[src/rtl/shift_divider.sv]
// Sequential signed radix-2 restoring divider: one quotient bit per clock,
// start/done handshake, quotient truncated toward zero, remainder takes the dividend's sign.
module shift_divider #(
    parameter int unsigned WIDTH = 32
) (
    input  logic             clk,
    input  logic             rst_n,
    input  logic             start,
    input  logic [WIDTH-1:0] A,
    input  logic [WIDTH-1:0] B,
    output logic             busy,
    output logic             done,
    output logic [WIDTH-1:0] Q,
    output logic [WIDTH-1:0] R,
    output logic             div_by_zero
);

    localparam int unsigned CW = $clog2(WIDTH + 1);

    typedef enum logic [1:0] {
        S_IDLE,
        S_CALC,
        S_FIX
    } state_t;

    state_t           r_state;
    logic [WIDTH-1:0] r_quo;
    logic [WIDTH-1:0] r_rem;
    logic [WIDTH-1:0] r_dvsr;
    logic [CW-1:0]    r_cnt;
    logic             r_sign_q;
    logic             r_sign_r;
    logic             r_bz;

    logic [WIDTH-1:0] w_abs_a;
    logic [WIDTH-1:0] w_abs_b;
    logic             w_b_zero;
    logic [WIDTH:0]   w_shift;
    logic [WIDTH:0]   w_trial;
    logic [WIDTH-1:0] w_quo_sh;
    logic [WIDTH-1:0] w_rem_nx;
    logic [WIDTH-1:0] w_q_fix;
    logic [WIDTH-1:0] w_r_fix;

    // Magnitudes are unsigned, so -2^(W-1) maps cleanly onto 2^(W-1).
    assign w_abs_a  = A[WIDTH-1] ? -A : A;
    assign w_abs_b  = B[WIDTH-1] ? -B : B;
    assign w_b_zero = (B == '0);

    // One restoring step; the extra bit of w_trial is the borrow/sign.
    assign w_shift  = {r_rem, r_quo[WIDTH-1]};
    assign w_trial  = w_shift - {1'b0, r_dvsr};
    assign w_quo_sh = {r_quo[WIDTH-2:0], ~w_trial[WIDTH]};
    assign w_rem_nx = w_trial[WIDTH] ? w_shift[WIDTH-1:0] : w_trial[WIDTH-1:0];

    assign w_q_fix  = r_sign_q ? -r_quo : r_quo;
    assign w_r_fix  = r_sign_r ? -r_rem : r_rem;

    // Control FSM and datapath registers.
    always_ff @(posedge clk or negedge rst_n) begin
        if (!rst_n) begin
            r_state     <= S_IDLE;
            busy        <= 1'b0;
            done        <= 1'b0;
            Q           <= '0;
            R           <= '0;
            div_by_zero <= 1'b0;
            r_quo       <= '0;
            r_rem       <= '0;
            r_dvsr      <= '0;
            r_cnt       <= '0;
            r_sign_q    <= 1'b0;
            r_sign_r    <= 1'b0;
            r_bz        <= 1'b0;
        end else begin
            done <= 1'b0;
            case (r_state)
                S_IDLE: begin
                    if (start) begin
                        busy        <= 1'b1;
                        div_by_zero <= 1'b0;
                        r_dvsr      <= w_abs_b;
                        r_cnt       <= CW'(WIDTH);
                        r_sign_r    <= A[WIDTH-1];
                        if (w_b_zero) begin
                            // FIX then yields Q = -1 and R = A through the normal sign path.
                            r_quo    <= '1;
                            r_rem    <= w_abs_a;
                            r_sign_q <= 1'b0;
                            r_bz     <= 1'b1;
                            r_state  <= S_FIX;
                        end else begin
                            r_quo    <= w_abs_a;
                            r_rem    <= '0;
                            r_sign_q <= A[WIDTH-1] ^ B[WIDTH-1];
                            r_bz     <= 1'b0;
                            r_state  <= S_CALC;
                        end
                    end
                end
                S_CALC: begin
                    r_quo <= w_quo_sh;
                    r_rem <= w_rem_nx;
                    r_cnt <= r_cnt - CW'(1);
                    if (r_cnt == CW'(1)) begin
                        r_state <= S_FIX;
                    end
                end
                S_FIX: begin
                    Q           <= w_q_fix;
                    R           <= w_r_fix;
                    div_by_zero <= r_bz;
                    done        <= 1'b1;
                    busy        <= 1'b0;
                    r_state     <= S_IDLE;
                end
                default: begin
                    r_state <= S_IDLE;
                end
            endcase
        end
    end

endmodule

[config.mk]
export PLATFORM = sky130hd
export DESIGN_NAME = shift_divider
export DESIGN_NICKNAME = d
export VERILOG_FILES = /design/src/rtl/shift_divider.sv
export SDC_FILE = /design/constraint.sdc
export NUM_CORES = 1
export LEC_CHECK = 0
export CELL_PAD_IN_SITES_DETAIL_PLACEMENT = 1
export CELL_PAD_IN_SITES_GLOBAL_PLACEMENT = 1
export CORE_MARGIN = 2
export CORE_UTILIZATION = 44
export CTS_CLUSTER_DIAMETER = 50
export DETAILED_ROUTE_END_ITERATION = 10
export DONT_BUFFER_PORTS = 1
export PLACE_DENSITY = 0.72
export SLEW_MARGIN = 0
export SYNTH_ARGS = -nofsm -noshare
export SYNTH_HDL_FRONTEND = slang
export SYNTH_SLANG_ARGS = --single-unit
[constraint.sdc]
create_clock -name clk -period 6.6 [get_ports clk]
set_input_delay 0.99 -clock clk [delete_from_list [all_inputs] [get_ports clk]]
set_output_delay 0.99 -clock clk [all_outputs]
set_load 0.005 [all_outputs]
# Word level (Yosys, flattened, before mapping)
# Index checks and enable logic that the tools add are counted.
# totals
register_bits	174
latchBits	0
ramBits	0
romBits	0
in_bits	67
output_inout_bits	67
word_cells	58
memories	0
# classes
n_addsub	6
n_mul	0
n_div	0
n_lt_le_gt_ge	0
eq_ne	5
shifts	0
n_mux	24
bitwise_logic	2
reduce_logical	8
# ops
cell	n
32-bit two-way mux	9
32-bit negator	4
32-bit case mux with 2 select lines	2
33-bit by 32-bit subtractor with 33-bit output	1
32-bit zero test	1
6-bit case mux with 2 select lines	1
2-bit AND reduction	4
6-bit by 1-bit equality test with 1-bit output, second input constant	1
2-bit two-way mux	3
6-bit two-way mux	1
6-bit by 1-bit subtractor with 6-bit output, second input constant	1
1-bit two-way mux	5
2-bit != test, second input constant	2
1-bit case mux with 2 select lines	2
2-bit case mux with 2 select lines	1
2-bit nonzero test	2
2-bit by 1-bit equality test with 1-bit output, second input constant	1
2-bit equality test, second input constant	1
2-bit zero test	1
1-bit inverter	1
1-bit XOR	1

# Depth between registers and ports, before layout
# Gate-level depths: netlist of run 1.
# logic_depth
ltp_word	5
depth_mapped	13
depth_no_buf	12

# Worst setup path before layout of run 1
# Ideal clock, no wire load.
# synth_path
path_type	input port to flip-flop
from	input port B[14]
to	register r_rem[14]
setup_time_ns	0.077
arrival_time_ns	3.653
required_time_ns	6.523
setup_slack_ns	2.869
cell_stages	9
path_buffers	2
path_cell_list	or4_1 > or3_1 > nor4_1 > nand4_1 > nor2_1 > clkbuf_1 > clkbuf_1 > a21oi_1 > a21oi_1
# synth_via
elab_chain_cells	4
# synth_lines
element	line_no	source
from (decl)	10	input logic [WIDTH-1:0] B,
32-bit zero test	48	assign w_b_zero = (B == '0);
32-bit two-way mux	85	if (w_b_zero) begin
32-bit two-way mux	79	if (start) begin
32-bit case mux with 2 select lines	77	case (r_state)
to (signal assigned)	88	r_rem <= w_abs_a;
to (signal assigned)	103	r_rem <= w_rem_nx;
to (decl)	28	logic [WIDTH-1:0] r_rem;
# Every way passes these cells. The select of a mux whose other input is x is not followed.
# A chain may end at the register's enable or synchronous reset.

# Worst setup path after layout of run 1
# layout_path
from	register r_quo[31]
to	register r_rem[20]
# layout_via
elab_chain_cells	3
# layout_lines
element	line_no	source
from (decl)	27	logic [WIDTH-1:0] r_quo;
from (signal assigned)	93	r_quo <= w_abs_a;
from (signal assigned)	102	r_quo <= w_quo_sh;
33-bit by 32-bit subtractor with 33-bit output	52	assign w_trial = w_shift - {1'b0, r_dvsr};
32-bit two-way mux	54	assign w_rem_nx = w_trial[WIDTH] ? w_shift[WIDTH-1:0] : w_trial[WIDTH-1:0];
32-bit case mux with 2 select lines	77	
# Every way passes these cells.

==> impl_summary.txt, run 1 <==
----------------------------------------------------
[Critical path]
  Endpoint of the worst register-to-register path ... r_rem[20]
  Data arrival time at the worst-slack endpoint ... 4.42 ns
  Setup crit start kind ... flip-flop
  R2r startpoint ... r_quo[31]
  Setup crit end kind ... flip-flop
  Required time of the critical path ... 6.95 ns
  Critical Setup Path Class ... reg -> reg
  Register-to-register path setup slack ... 2.53 ns
  Logic depth of the worst register-to-register path ... 13
  Biggest fanout along the worst timing path ... 17

[Cells and area]
  Most frequent standard cell in the layout excluding fill and tap cells ... sky130_fd_sc_hd__nand2_1
  Area taken by flip-flops and latches ... 4350 um^2
  Top library cells by usage in the layout, fill and taps aside ... 210 x sky130_fd_sc_hd__nand2_1, 198 x sky130_fd_sc_hd__o21ai_0, 174 x sky130_fd_sc_hd__dfrtp_1, 96 x sky130_fd_sc_hd__xor2_1, 73 x sky130_fd_sc_hd__a21oi_1
  Multi-input gate area in the final layout ... 6660 um^2
  Fraction of the core area covered by cells at the end of the flow ... 0.478
  Fillers ... 3,097
  Layout cells sized above 1 ... 0.0476
  Area growth, synth to finish ... 7.25%
  Post-route cell area ... 12,300 um^2
  Diode count ... 0
  Layout net count ... 1,438

[Pwr]
  Maximum vdd drop ... 199 uV
  Switching power ... 2160 uW
  Proportion of power drawn by the clock network ... 0.212
  Power density relative to cell area ... 404 nW/um^2
  Internal power summed over all cells ... 2830 uW
  Total leakage power ... 0.00501 uW
  Relative contribution of sequential cells to total power ... 0.342
  Combinational Power Share ... 0.446
  Sw Ratio ... 0.433

[Clock network]
  Count of clock tree sinks ... 174
  # hold bufs at CTS ... 0
  Cts repair resizes ... 0
  Clock Pin Slew Worst Setup and Hold Paths ... 0.08 ns
  TritonCTS clock tree ... built
  Clock root buffer master ... sky130_fd_sc_hd__clkbuf_16
  Clk_lat worst skew ... 0.44 ns
  Maximum level of the CTS H-tree ... 4
  Setup Buffers After CTS ... 0
  Clk buf depth ... 2
  Number of buffers inserted during clock tree synthesis ... 17

[Drt]
  Remaining antenna violation count after routing ... 0
  Number of DRC violations after detailed routing ... 0
  Post-detailed-routing wire length ... 36.2 mm
  First-pass DRT Iterations ... 5
  Average via count per standard cell ... 6.00
  Vias post-DR ... 10,100
  Number of violations reported at the end of detailed-routing iteration 0 ... 612
  WL per Instance ... 21.5 um

[Logic synthesis]
  Synth Register Bits ... 174
  Main combinational cell family by area after synthesis ... compound AO/OA/AOI/OAI gates
  Number of unique standard cell types used by synthesis ... 60
  Post-synthesis share of cell area spent on and, or, nand and nor gates ... 0.168
  Share of cell area taken by muxes after synthesis ... 0.0202
  XOR/XNOR Fraction of Synth Area ... 0.112
  Net count of the mapped netlist ... 1,480
  FFs w/ async S/R, synth ... 1.00
  Cell area after synthesis ... 11,500 um^2
  Post-synthesis compound-gate area fraction ... 0.235
  Number of enable-type register cells in the synthesized netlist ... 0
  Sequential cell area fraction in the yosys report ... 0.378
  Count of warnings emitted by yosys ... 0
  Average size of a mapped cell ... 8.38 um^2
  Adder-cell share of the synthesized area ... 0.0430
  Main flop type after synthesis ... sky130_fd_sc_hd__dfrtp_1
  Number of instances in the synthesized netlist ... 1,374

[Flow run]
  Max_cap viols ... 0

[Timing]
  Final setup violation count ... 0
  Minimum setup slack in the final design ... 2.53 ns
  Highest Clock Rate ... 246 MHz
  Portion of the clock cycle consumed by the worst path in the final layout ... 0.617
  Clock skew after layout ... 0.0115 ns
  Min Tclk post-route ... 4.07 ns
  Total negative slack for setup checks ... 0 ns
  Final hold violation count ... 0
  Transition at the pin with the smallest max-transition slack ... 1.17 ns
  Slew Viols, Final ... 0
  Worst hold slack across all endpoints ... 0.233 ns
  Max-Slew Margin vs Limit ... 0.222
  Unrepaired setup endpoints after global routing ... no

[Run status]
  Run status ... complete, no violations

[Placement]
  Final estimated routing congestion in global placement ... 0.898
  Total cell area at the placement stage ... 11,800 um^2
  Post-detailed-placement half-perimeter wirelength ... 26.6 mm
  Placement-stage worst setup slack ... 2.60 ns
  Buffers added on ports ... 0

[Global route]
  Largest net degree at the start of global routing ... 175
  Number of global-route vias before repair ... 10,400
  Antenna violations before repair ... 0
  Aggregate global routing overflow ... 0
  Global-route wire length before repair ... 58.5 mm
  Total track usage ... 0.265

[Floorplan]
  Die Span X ... 166 um
  Top-level I/O count ... 134
  Number of rows created at floorplan ... 59
  Die footprint ... 27,500 um^2
  Initial Util ... 0.445
  Total core area ... 25,800 um^2
  Die outline height ... 166 um

[Worst hold path]
  Worst min path class ... in -> async

----------------------------------------------------
-- critical path: stages (launching register included) --
cell	delay (ns)
sky130_fd_sc_hd__dfrtp_1	0.32
sky130_fd_sc_hd__inv_1	0.10
sky130_fd_sc_hd__ha_1	0.26
sky130_fd_sc_hd__fa_1	0.40
sky130_fd_sc_hd__nand2b_1	0.20
sky130_fd_sc_hd__a211oi_1	0.35
sky130_fd_sc_hd__o211ai_1	0.20
sky130_fd_sc_hd__nand3_1	0.18
sky130_fd_sc_hd__o21ai_0	0.20
sky130_fd_sc_hd__o21ai_0	0.49
sky130_fd_sc_hd__nand3_1	0.45
sky130_fd_sc_hd__buf_4	0.39
sky130_fd_sc_hd__mux2_2	0.30
sky130_fd_sc_hd__o21ai_0	0.13
-- cell families (layout without fill, tap and decap cells) --
group           count (synthesis)  after routing
mux                            23             23
simple gates                  414            414
buf+inv                       135            106
xor+xnor                      147            147
flops                         174            174
compound gates                442            442
fa+ha+maj                      39             39
-- sequential cells by signal, summed over array words and instances (netlist names) --
signal	flops
Q	32
R	32
r_dvsr	32
r_quo	32
r_rem	32
r_cnt	6
r_state	2
busy	1
div_by_zero	1
done	1
r_bz	1
r_sign_q	1
r_sign_r	1
-- final cells by class --
class / count / share of cell area
Multi-Input combinational cell: 1065 / 0.540
Sequential cell: 174 / 0.353
Clock buffer: 19 / 0.0351
Tap cell: 335 / 0.0340
Inverter: 63 / 0.0192
Clock inverter: 13 / 0.0126
Timing Repair Buffer: 11 / 0.00669
-- power by group through the flow --
stage                     combinational, uW  clock, uW  sequential, uW
after CTS                              2210       1070            1690
after floorplan                        1710          0            1540
after global placement                 2150          0            1700
final                                  2230       1060            1710
after detailed placement               2190          0            1710
after global routing                   2470       1120            1730
-- through the flow --
step / instances / total power [uW]
after floorplan: 1374 / 3250
after global placement: 1648 / 3850
after detailed placement: 1648 / 3900
after CTS: 1680 / 4980
after global routing: 1680 / 5320
final: 1680 / 4990
-- per-layer routing --
layer / GRT usage / vias up / part of all wire
met5: 0 / - / 0
met4: 0.0836 / 0 / 0.027
met3: 0.0372 / 54 / 0.045
met2: 0.422 / 253 / 0.46
met1: 0.376 / 4963 / 0.47
li1: - / 4814 / -
-- Yosys cell counts (3+ instances only) --
cell type,number,area share
sky130_fd_sc_hd__nand2_1,212,0.069
sky130_fd_sc_hd__o21ai_0,198,0.086
sky130_fd_sc_hd__dfrtp_1,174,0.38
sky130_fd_sc_hd__xor2_1,96,0.073
sky130_fd_sc_hd__a21oi_1,73,0.032
sky130_fd_sc_hd__nor2_1,67,0.022
sky130_fd_sc_hd__inv_1,63,0.021
sky130_fd_sc_hd__clkbuf_1,62,0.020
sky130_fd_sc_hd__xnor2_1,51,0.039
sky130_fd_sc_hd__ha_1,38,0.041
sky130_fd_sc_hd__o31ai_1,33,0.022
sky130_fd_sc_hd__mux2i_1,21,0.018
sky130_fd_sc_hd__o41ai_1,21,0.016
sky130_fd_sc_hd__a21o_1,20,0.013
sky130_fd_sc_hd__o22ai_1,19,0.010
sky130_fd_sc_hd__or3_1,18,0.0098
sky130_fd_sc_hd__or4_1,17,0.011
sky130_fd_sc_hd__nand2b_1,15,0.0082
sky130_fd_sc_hd__nand3_1,14,0.0061
sky130_fd_sc_hd__nor3_1,13,0.0057
sky130_fd_sc_hd__nand4_1,12,0.0065
sky130_fd_sc_hd__a31oi_1,11,0.0060
sky130_fd_sc_hd__nor2b_1,11,0.0060
sky130_fd_sc_hd__a221oi_1,10,0.0076
sky130_fd_sc_hd__buf_1,10,0.0033
sky130_fd_sc_hd__nor4_1,10,0.0054
sky130_fd_sc_hd__o211ai_1,8,0.0052
sky130_fd_sc_hd__and3_1,7,0.0038
sky130_fd_sc_hd__o221ai_1,7,0.0053
sky130_fd_sc_hd__or4_4,7,0.0068
sky130_fd_sc_hd__o21ai_1,6,0.0026
sky130_fd_sc_hd__o21a_1,5,0.0033
sky130_fd_sc_hd__a221o_1,4,0.0035
sky130_fd_sc_hd__or2_2,4,0.0022
sky130_fd_sc_hd__a21boi_0,3,0.0020
-- worst max-delay path by stage --
stage	from	end	slack, ns	depth (start not counted)
after floorplan	B[14]	r_rem[14]	2.87	9
after global placement	r_quo[6]	Q[31]	2.69	9
after detailed placement	r_quo[31]	r_rem[20]	2.60	13
after CTS	r_quo[31]	r_rem[20]	2.59	13
after global routing	r_quo[31]	r_rem[20]	2.20	13
final	r_quo[31]	r_rem[20]	2.53	13
No activity file was read; power rests on OpenSTA's default activity.
==> run 2, diff against run 1 <==
clock period = 4.1 ns   (was 6.6 ns; I/O delays follow)
==> run 2 against run 1 <==
  * The run now ends with hold timing left
  * Fmax increased by 4.8%
  * Sequential share of layout area down 0.46 points
  * Critical path depth down 4
  * Wire length is 0.99% higher
  * Register-to-register slack got worse by 2.3 ns
  * Utilization increased by 0.62 points
  * Largest cell class unchanged
==> impl_summary.txt, run 2 (synthesized netlist as in run 1, its figures left out) <==
----------------------------------------------------
[Cells and area]
  Layout net count ... 1,454
  Multi-input gate area in the final layout ... 6660 um^2
  Area taken by flip-flops and latches ... 4350 um^2
  Fillers ... 3,133
  Layout cells sized above 1 ... 0.0588
  Most frequent standard cell in the layout excluding fill and tap cells ... sky130_fd_sc_hd__nand2_1
  Area growth, synth to finish ... 8.65%
  Top library cells by usage in the layout, fill and taps aside ... 210 x sky130_fd_sc_hd__nand2_1, 198 x sky130_fd_sc_hd__o21ai_0, 174 x sky130_fd_sc_hd__dfrtp_1, 96 x sky130_fd_sc_hd__xor2_1, 73 x sky130_fd_sc_hd__a21oi_1
  Diode count ... 0
  Fraction of the core area covered by cells at the end of the flow ... 0.484

[Drt]
  Number of DRC violations after detailed routing ... 0
  Vias post-DR ... 10,200
  WL per Instance ... 21.6 um
  Average via count per standard cell ... 6.01
  Number of violations reported at the end of detailed-routing iteration 0 ... 643
  Remaining antenna violation count after routing ... 0
  Post-detailed-routing wire length ... 36.6 mm
  First-pass DRT Iterations ... 5

[Clock network]
  Clock Pin Slew Worst Setup and Hold Paths ... 0.08 ns
  Count of clock tree sinks ... 174
  Cts repair resizes ... 0
  Clock root buffer master ... sky130_fd_sc_hd__clkbuf_16
  Number of buffers inserted during clock tree synthesis ... 17
  Maximum level of the CTS H-tree ... 4
  Clk_lat worst skew ... 0.44 ns
  TritonCTS clock tree ... built
  Setup Buffers After CTS ... 0
  Clk buf depth ... 2

[Pwr]
  Proportion of power drawn by the clock network ... 0.212
  Switching power ... 3510 uW
  Sw Ratio ... 0.426
  Internal power summed over all cells ... 4720 uW
  Power density relative to cell area ... 658 nW/um^2
  Combinational Power Share ... 0.469
  Total leakage power ... 0.00512 uW
  Relative contribution of sequential cells to total power ... 0.319
  Maximum vdd drop ... 263 uV

[Timing]
  Slew Viols, Final ... 0
  Min Tclk post-route ... 3.89 ns
  Highest Clock Rate ... 257 MHz
  Clock skew after layout ... 0.0143 ns
  Worst hold slack across all endpoints ... -0.139 ns
  Total negative slack for setup checks ... 0 ns
  Portion of the clock cycle consumed by the worst path in the final layout ... 0.948
  Unrepaired setup endpoints after global routing ... no
  Transition at the pin with the smallest max-transition slack ... 1.05 ns
  Final setup violation count ... 0
  Final hold violation count ... 174
  Max-Slew Margin vs Limit ... 0.301

[Floorplan]
  Top-level I/O count ... 134
  Die Span X ... 166 um
  Number of rows created at floorplan ... 59
  Die footprint ... 27,500 um^2
  Initial Util ... 0.445
  Die outline height ... 166 um
  Total core area ... 25,800 um^2

[Flow run]
  Max_cap viols ... 0

[Critical path]
  Biggest fanout along the worst timing path ... 5
  R2r startpoint ... r_quo[6]
  Setup crit start kind ... flip-flop
  Logic depth of the worst register-to-register path ... 9
  Required time of the critical path ... 4.42 ns
  Critical path launch point ... r_quo[6]
  Register-to-register path setup slack ... 0.21 ns
  Data arrival time at the worst-slack endpoint ... 4.21 ns
  Endpoint of the worst register-to-register path ... Q[25]
  Critical Setup Path Class ... reg -> reg
  Setup crit end kind ... flip-flop

[Global route]
  Number of global-route vias before repair ... 10,600
  Global-route wire length before repair ... 59.0 mm
  Largest net degree at the start of global routing ... 175
  Total track usage ... 0.267
  Aggregate global routing overflow ... 0
  Antenna violations before repair ... 0

[Worst hold path]
  Worst min path class ... in -> async

[Run status]
  Violated checks ... hold timing
  Run status ... complete, but fails checks

[Placement]
  Buffers added on ports ... 0
  Post-detailed-placement half-perimeter wirelength ... 27.0 mm
  Final estimated routing congestion in global placement ... 0.919

----------------------------------------------------
==> run 2: cell count changes in the layout (fill, tap and decap cells not counted), sizes merged <==
| cell | delta |
|---|---|
| buf | +16 |
| clkinv | +3 |
| clkinvlp | -2 |
| inv | -2 |
| bufinv | +1 |
| clkbuf | -1 |
==> run 2: per-layer routing <==
metal	vias up	routed length, um	global-route usage
met5	-	0	0
met4	0	1010	0.0896
met3	58	1690	0.0431
met1	5042	17100	0.371
met2	244	16800	0.427
li1	4845	-	-
==> run 2: critical path: stages (launching register included) <==
cell	delay, ns
sky130_fd_sc_hd__dfrtp_1	0.42
sky130_fd_sc_hd__or4_4	0.57
sky130_fd_sc_hd__or4_4	0.51
sky130_fd_sc_hd__or4_1	0.44
sky130_fd_sc_hd__or4_4	0.47
sky130_fd_sc_hd__or3_1	0.33
sky130_fd_sc_hd__or4_4	0.48
sky130_fd_sc_hd__o31ai_1	0.27
sky130_fd_sc_hd__xor2_1	0.19
sky130_fd_sc_hd__o21ai_1	0.07
==> run 2: power by group through the flow <==
stage               sequential [uW]  combinational [uW]  clock (uW)
floorplan                      2480                2750           0
global placement               2620                3660           0
detailed placement             2640                3770           0
CTS                            2610                3840        1790
global route                   2660                4270        1850
finish                         2620                3860        1750
==> run 2: metrics by stage <==
stage / instances / area (um^2) / total power, uW / worst slack (ns)
2_1_floorplan: 1374 / 11500 / 5230 / 0.438
3_3_place_gp: 1664 / 11900 / 6290 / 0.278
3_5_place_dp: 1664 / 11900 / 6400 / 0.217
4_1_cts: 1695 / 12500 / 8230 / 0.212
5_1_grt: 1695 / 12500 / 8790 / 0.0874
6_report: 1695 / 12500 / 8230 / 0.213
==> run 2: layout make-up <==
type | instances | area share
Multi-Input combinational cell | 1065 | 0.533
Clock inverter | 13 | 0.0144
Clock buffer | 18 | 0.0351
Sequential cell | 174 | 0.348
Inverter | 63 | 0.0189
Tap cell | 335 | 0.0335
Timing Repair Buffer | 27 | 0.0172
==> run 2: worst max path at each step <==
stage | to | cells past startpoint
2_1_floorplan | Q[25] | 9
3_3_place_gp | Q[25] | 9
3_5_place_dp | Q[28] | 9
4_1_cts | Q[28] | 9
5_1_grt | r_rem[26] | 13
6_report | Q[25] | 9
